$ cat src/rtl/time_stamper_pkg.sv
// ----------------------------------------------------------------------------
// time_stamper_pkg
//   Shared parking definitions: default slot count and time-stamp width, the
//   exit FSM state encoding, the per-cycle request decision record and a
//   helper for the slot-index width.
// ----------------------------------------------------------------------------
package time_stamper_pkg;

    // Defaults for the parking lot size and the time-stamp width. The width
    // matches the 8-bit operands of the downstream duration subtractor.
    localparam int unsigned NumSlots   = 8;
    localparam int unsigned StampWidth = 8;

    // Exit FSM encoding, kept as plain constants for older consumers.
    localparam int unsigned StateWidth = 1;
    localparam logic [StateWidth-1:0] StIdle    = 1'b0;
    localparam logic [StateWidth-1:0] StPresent = 1'b1;

    // Outcome of one cycle's entry/exit requests, judged on pre-edge occupancy.
    typedef struct packed {
        logic entry_ok;  // entry accepted, slot gets stamped and marked occupied
        logic exit_ok;   // exit accepted, stamp pair loaded and slot freed
        logic reject;    // at least one request refused this cycle
    } req_decision_t;

    // Slot index width; a single-slot lot still needs a 1-bit index port.
    function automatic int unsigned slot_idx_width(input int unsigned slots);
        return (slots > 1) ? $clog2(slots) : 1;
    endfunction

endpackage

$ cat src/rtl/time_stamper_time_base.sv
// ----------------------------------------------------------------------------
// time_base_counter
//   TW-bit free-running time base. Advances by one on every cycle with tick
//   high and wraps from 2^TW-1 back to 0. Cleared by synchronous reset.
//
// Ports
//   clk    in   rising-edge clock
//   rst    in   synchronous active-high reset
//   tick   in   advance enable
//   count  out  current time (value before this cycle's increment)
// ----------------------------------------------------------------------------
module time_base_counter #(
    parameter int unsigned TW = 8
) (
    input  logic          clk,
    input  logic          rst,
    input  logic          tick,
    output logic [TW-1:0] count
);

    localparam logic [TW-1:0] One = 1;

    logic [TW-1:0] count_q;

    // Wrap-around comes for free from the fixed-width add.
    always_ff @(posedge clk) begin
        if (rst) begin
            count_q <= '0;
        end else if (tick) begin
            count_q <= count_q + One;
        end
    end

    assign count = count_q;

endmodule

$ cat src/rtl/time_stamper.sv
// ----------------------------------------------------------------------------
// time_stamper
//   Per-slot parking time stamper. An accepted entry records the current time
//   in the slot; an accepted exit presents the stored entry time together with
//   the current time as a stamp pair until the consumer acknowledges it. The
//   pair feeds a modulo-2^TW duration subtractor directly, so wrap-around of
//   the time base is deliberately left uncorrected here.
//
// Ports
//   clk          in   rising-edge clock
//   rst          in   synchronous active-high reset (drops any pending stamp)
//   tick         in   time-base pulse, advances current time by one
//   car_in       in   entry request for in_slot
//   in_slot      in   entry slot index
//   car_out      in   exit request for out_slot
//   out_slot     in   exit slot index
//   stamp_ack    in   consumer has taken the presented stamp pair
//   time_in      out  stored entry time of the exiting car
//   time_out     out  current time captured at the accepted exit
//   stamp_valid  out  time_in/time_out pair valid (PRESENT state)
//   exit_ready   out  an exit can be accepted this cycle (IDLE state)
//   occupied     out  per-slot occupancy flags
//   err          out  one-cycle pulse after any rejected request
// ----------------------------------------------------------------------------
module time_stamper
    import time_stamper_pkg::*;
#(
    parameter int unsigned SLOTS = NumSlots,
    parameter int unsigned TW    = StampWidth,
    localparam int unsigned SW   = slot_idx_width(SLOTS)
) (
    input  logic             clk,
    input  logic             rst,
    input  logic             tick,
    input  logic             car_in,
    input  logic [SW-1:0]    in_slot,
    input  logic             car_out,
    input  logic [SW-1:0]    out_slot,
    input  logic             stamp_ack,
    output logic [TW-1:0]    time_in,
    output logic [TW-1:0]    time_out,
    output logic             stamp_valid,
    output logic             exit_ready,
    output logic [SLOTS-1:0] occupied,
    output logic             err
);

    // ------------------------------------------------------------------------
    // Time base
    // ------------------------------------------------------------------------
    logic [TW-1:0] now;

    time_base_counter #(
        .TW (TW)
    ) u_time_base (
        .clk   (clk),
        .rst   (rst),
        .tick  (tick),
        .count (now)
    );

    // ------------------------------------------------------------------------
    // State
    // ------------------------------------------------------------------------
    logic [StateWidth-1:0] state_q, state_d;
    logic [SLOTS-1:0]      occ_q, occ_d;
    logic [TW-1:0]         time_in_q, time_out_q;
    logic                  err_q;
    logic [TW-1:0]         slot_time_q [SLOTS];

    req_decision_t dec;

    // ------------------------------------------------------------------------
    // Request decision
    // ------------------------------------------------------------------------
    // Both requests look only at occ_q, so a same-slot pair resolves as:
    // occupied slot -> exit wins, entry refused; free slot -> entry wins,
    // exit refused. Different slots never interact.
    always_comb begin
        dec          = '0;
        dec.entry_ok = car_in && !occ_q[in_slot];
        dec.exit_ok  = car_out && occ_q[out_slot] && (state_q == StIdle);
        // A single flag, so two refusals in one cycle still give one pulse.
        dec.reject   = (car_in && !dec.entry_ok) || (car_out && !dec.exit_ok);
    end

    always_comb begin
        occ_d = occ_q;
        if (dec.exit_ok) begin
            occ_d[out_slot] = 1'b0;
        end
        // An accepted entry and an accepted exit always target different slots.
        if (dec.entry_ok) begin
            occ_d[in_slot] = 1'b1;
        end
    end

    // ------------------------------------------------------------------------
    // Exit FSM
    // ------------------------------------------------------------------------
    always_comb begin
        state_d = state_q;
        case (state_q)
            StIdle: begin
                if (dec.exit_ok) begin
                    state_d = StPresent;
                end
            end
            StPresent: begin
                if (stamp_ack) begin
                    state_d = StIdle;
                end
            end
            default: state_d = StIdle;
        endcase
    end

    // ------------------------------------------------------------------------
    // Registers
    // ------------------------------------------------------------------------
    always_ff @(posedge clk) begin
        if (rst) begin
            state_q    <= StIdle;
            occ_q      <= '0;
            time_in_q  <= '0;
            time_out_q <= '0;
            err_q      <= 1'b0;
        end else begin
            state_q <= state_d;
            occ_q   <= occ_d;
            err_q   <= dec.reject;
            // Only loaded on an accepted exit, which requires IDLE, so the
            // pair stays frozen for the whole PRESENT interval.
            if (dec.exit_ok) begin
                time_in_q  <= slot_time_q[out_slot];
                time_out_q <= now;
            end
        end
    end

    // Slot time storage has no reset: occupied gates every read of it.
    always_ff @(posedge clk) begin
        if (!rst && dec.entry_ok) begin
            slot_time_q[in_slot] <= now;
        end
    end

    // ------------------------------------------------------------------------
    // Outputs
    // ------------------------------------------------------------------------
    assign time_in     = time_in_q;
    assign time_out    = time_out_q;
    assign stamp_valid = (state_q == StPresent);
    assign exit_ready  = (state_q == StIdle);
    assign occupied    = occ_q;
    assign err         = err_q;

endmodule

$ cat config.mk
export PLATFORM = sky130hd
export DESIGN_NAME = time_stamper
export DESIGN_NICKNAME = d
export VERILOG_FILES = /design/src/rtl/time_stamper_pkg.sv /design/src/rtl/time_stamper_time_base.sv /design/src/rtl/time_stamper.sv
export SDC_FILE = /design/constraint.sdc
export NUM_CORES = 1
export LEC_CHECK = 0
export CAP_MARGIN = 20
export CELL_PAD_IN_SITES_DETAIL_PLACEMENT = 0
export CELL_PAD_IN_SITES_GLOBAL_PLACEMENT = 1
export CORE_ASPECT_RATIO = 1.2
export CORE_UTILIZATION = 42
export DETAILED_ROUTE_END_ITERATION = 8
export PLACE_DENSITY_LB_ADDON = 0.1
export SLEW_MARGIN = 10
export SYNTH_ARGS = -nofsm -noshare
export SYNTH_HDL_FRONTEND = slang
export SYNTH_SLANG_ARGS = --single-unit
export TNS_END_PERCENT = 1
$ cat constraint.sdc
create_clock -name clk -period 2.73 [get_ports clk]
set_input_delay 0.6825 -clock clk [delete_from_list [all_inputs] [get_ports clk]]
set_output_delay 0.6825 -clock clk [all_outputs]
set_load 0.03 [all_outputs]
# Word-level counts from Yosys, hierarchy flattened
# Memory sizes are Yosys's and may differ from the RTL's. A register that Yosys moved wholly into a read port is not among the register bits.
# Index checks and enable logic that the tools add are counted.
[totals]
wordCells = 43
ram_bits = 64
out_inout_bits = 27
n_memories = 1
ff_bits = 26
[classes]
addsub = 1
n_reduce_logical = 13
order_cmp = 4
n_bitwise = 4
n_mux = 15
[memory_table]
columns = ["name", "words", "word_bits", "rd", "rd_clocked_by_memory_dff", "wr", "line_no", "rtl"]
rows = [
  ["slot_time_q", 8, 8, 1, 1, 1, "time_stamper.sv:69", "logic [TW-1:0] slot_time_q [SLOTS];"],
]
[ops]
columns = ["cell", "n"]
rows = [
  ["2-to-1 mux 8 bit", 2],
  ["adder 8 x 1 -> 8 bit (second input constant)", 1],
  ["AND 8 bit", 1],
  ["logical AND 1 bit", 8],
  ["less-than comparator 3 x 4 -> 1 bit (second input constant)", 2],
  ["2-to-1 mux 1 bit", 8],
  ["NOT 8 bit", 1],
  ["bitwise OR 8 bit", 1],
  ["binary-select mux 1 bit (select 3 bit)", 2],
  ["demux 1 bit (select 3 bit)", 2],
  ["greater-or-equal comparator 3 x 1 -> 1 bit (second input constant)", 2],
  ["logical NOT 1 bit", 4],
  ["one-hot mux 1 bit (2 select lines)", 1],
  ["logical OR 1 bit", 1],
  ["NOT 1 bit", 1],
]

# Logic depth before layout (Yosys ltp)
[depth]
ltp_word = 9
depth_mapped = 8
depth_no_buf = 5

# Hierarchy
# Synthesis repeated with hierarchy kept, for this count alone.
[unflattened]
cells_unflattened = 315
hier_area_um2 = 4166.5
[by_module_without_submodules]
columns = ["mod", "n_inst", "cells_per_inst", "seq_area_each_um2", "area_per_inst_um2"]
rows = [
  ["time_stamper", 1, 278, 2442.3, 3827.4],
  ["time_base_counter", 1, 37, 160.2, 339.1],
]

# Worst setup path after synthesis
# Ideal clock, no wire load.
[synth_timing]
path_kind = "input to register"
start = "in in_slot[1]"
end = "mem slot_time_q[1][0] (enable)"
cell_stages = 7
setup_time_ns = 0.383
arrival_ns = 2.514
path_slack_ns = -0.167
path_buffers = 2
path_cell_list = "buf_2 mux2i_1 o32a_1 o211ai_1 or4_1 clkbuf_1 nor3_1"
[synth_between]
elab_chain_len = 7
[synth_lines]
columns = ["item", "line_no", "rtl"]
rows = [
  ["start: declaration", "time_stamper.sv:36", "input logic [SW-1:0] in_slot,"],
  ["binary-select mux 1 bit (select 3 bit)", "time_stamper.sv:81", "dec.entry_ok = car_in && !occ_q[in_slot];"],
  ["2-to-1 mux 1 bit (not written as such)", "time_stamper.sv:81", ""],
  ["logical NOT 1 bit", "time_stamper.sv:81", ""],
  ["logical AND 1 bit", "time_stamper.sv:81", ""],
  ["logical AND 1 bit", "time_stamper.sv:143", "if (!rst && dec.entry_ok) begin"],
  ["2-to-1 mux 1 bit", "time_stamper.sv:143", ""],
  ["2-to-1 mux 1 bit (not written as such)", "time_stamper.sv:144", "slot_time_q[in_slot] <= now;"],
  ["end: declaration", "time_stamper.sv:69", ""],
]
# Parallel ways exist; a longest one is shown, timed or not. The select of a mux whose other input is x is not followed.

# Worst setup path in the final report
[layout_timing]
start = "in in_slot[0]"
end = "mem slot_time_q[7][1] (enable)"
# The elaborated chain is that of the path after synthesis.

==> results.tsv <==
metric	value	unit
synth-async-reset-ratio	0	
netlist_area	4003	um2
cts_tree	built	
final.setup.tns	0	ns
cts_max_level	3	
synth_sequential_area_ratio	0.6502	
ios	39	
syn_nets	329	
synth_edf_count	64	
place_ws	-0.1660	ns
track_usage	0.1986	
cts_resized	0	
drv_slew	0	
postRouteAntennaNets	0	
yosysUniqueCellTypes	44	
yosys.area_share.simple	0.1132	
power_density	577.1	nW/um2
synth_compound_area_frac	0.1028	
worst_hold_slack	0.4572	ns
die_w	91.12	um
synth-xor-area-share	0.01094	
cts_setup_buffers	0	
antenna-diode-count	0	
areaGrowthSynthToFinish	22.23	%
grt_pass1_vias	2686	
core	9129	um2
place_area	4683	um2
routedWlPerCell	18.09	um
synth_top_family_by_area	simple AND/OR/NAND/NOR gates	
drc	0	
insertion_delay	0.36	ns
grt-ovfl-total	0	
drive_gt1_frac	0.1698	
die_height	108.9	um
max_freq	0.3949	GHz
crit_required	2.80	ns
mostFrequentLayoutCells	64 x edfxtp_1, 38 x clkdlybuf4s50_1, 34 x dfxtp_1, 25 x buf_4, 24 x nand2_1	
arrival	2.61	ns
slew_headroom	0.6444	
max-cap-violations	0	
post-route-cell-area	4892	um2
hp-class	reg2reg	
finalCriticalPeriod	2.532	ns
max_slew.worst_pin.slew	0.5326	ns
utilization	0.5359	
layout.cells.most_common	edfxtp_1	
root_buffer	clkbuf_8	
critPathKind	in2reg	
cts_buffer_depth	2	
grt_max_degree	37	
fp.dieArea	9926	um2
detailed_place_hpwl	6.157	mm
synth-main-ff-cell	edfxtp_1	
num_vias	2689	
ir_drop	0.0003205	V
grt_pass1_wl	14.38	mm
multi_input_area	1280	um2
finClkSkew	0.006560	ns
regArea	2603	um2
finalHoldViolCount	0	
rows	38	
cts_sinks	98	
endpoint_kind	flop	
drt_iter0_markers	116	
period_share	0.9275	
synthCells	316	
antenna_found_initial	0	
ctsHoldBuffers	0	
num-nets-final	385	
routabilityCongestion	0.8589	
rsz0062_at_grt	false	
outcome	completed	
synth-adder-area-share	0.003126	
io_buffers	38	
nFillCells	827	
ys_seq_elements	98	
syn_avg_cell_area	12.67	um2
synthMuxAreaShare	0.08534	
start_kind	input pin	
start_util	0.4385	
p_leak	0.001749	uW
worst_slack	0.1979	ns
yosysWarnings	0	
vias_per_cell	5.410	
first_pass_iters	4	
cts_made_buffers	9	
path_clk_slew	0.09	ns
crit_fanout	8	
setup_violations	0	
wl	8.993	mm
-- final cells by class --
class,count,share of cell area
clock inverter,6,0.01662
sequential,98,0.5320
clock buffer,10,0.02609
multi-input combinational,191,0.2616
timing repair buffer,66,0.1284
tap,120,0.03069
inverter,6,0.004604
-- power breakdown --
part           leakage [uW]  total, uW  internal [uW]  switching (uW)
clock              0.000104        992            510             482
combinational      0.000723        218           96.2             122
sequential         0.000922       1610           1590            22.7
-- cell usage after synthesis, types with 5 or more instances --
library cell / instances / area, um2
nor2b_1: 6 / 37.54
o22ai_1: 5 / 31.28
o21ai_0: 9 / 45.04
edfxtp_1: 64 / 1922
nor2_1: 22 / 82.58
a21oi_1: 17 / 85.08
nor3_1: 13 / 65.06
mux2_2: 11 / 123.9
nand2_1: 24 / 90.09
dfxtp_1: 34 / 680.7
nand2b_1: 6 / 37.54
a22oi_1: 8 / 60.06
mux2i_1: 18 / 180.2
clkbuf_1: 10 / 37.54
inv_1: 6 / 22.52
buf_2: 5 / 25.02
-- worst paths after layout --
check              start                end  slack (ns)  cells after the start
max           in_slot[0]  slot_time_q[7][1]        0.20                      7
max reg2reg  occupied[7]  slot_time_q[7][1]        0.77                      6
min          time_out[5]        time_out[5]        0.46                      2
min reg2reg  time_out[5]        time_out[5]        0.46                      2
-- per-layer routing --
| metal | GRT usage | vias up | share of wire |
|---|---|---|---|
| li1 | - | 1290 | - |
| met5 | 0 | - | 0 |
| met3 | 0.04533 | 14 | 0.037 |
| met1 | 0.2334 | 1326 | 0.43 |
| met2 | 0.3485 | 59 | 0.51 |
| met4 | 0.09070 | 0 | 0.028 |
-- cell families (layout without fill, tap and decap cells) --
kind of cell,after synthesis,after routing
XOR/XNOR,5,5
AND/OR/NAND/NOR,92,92
adder cells (fa/ha/maj),1,1
buffers and inverters,27,88
multiplexers,31,31
AO/OA/AOI/OAI,62,62
flip-flops,98,98
-- critical path, cell delays in order --
cell	delay, ns
clkdlybuf4s50_1	0.58
mux2i_1	0.22
o32a_1	0.16
o211ai_1	0.10
or4_1	0.52
nor2_1	0.15
buf_4	0.19
-- registers in the layout, summed over array words and instances, names as in the netlist --
signal,cells
slot_time_q,64
occupied,8
time_in,8
time_out,8
u_time_base.count,8
err,1
stamp_valid,1
-- stage by stage --
stage                     power (uW)  cells
after detailed placement        1866    481
after global routing            2933    497
after floorplan                 1768    316
after CTS                       2846    497
after global placement          1865    481
final                           2823    497
Note: power is estimated with default switching activity, not from simulation.
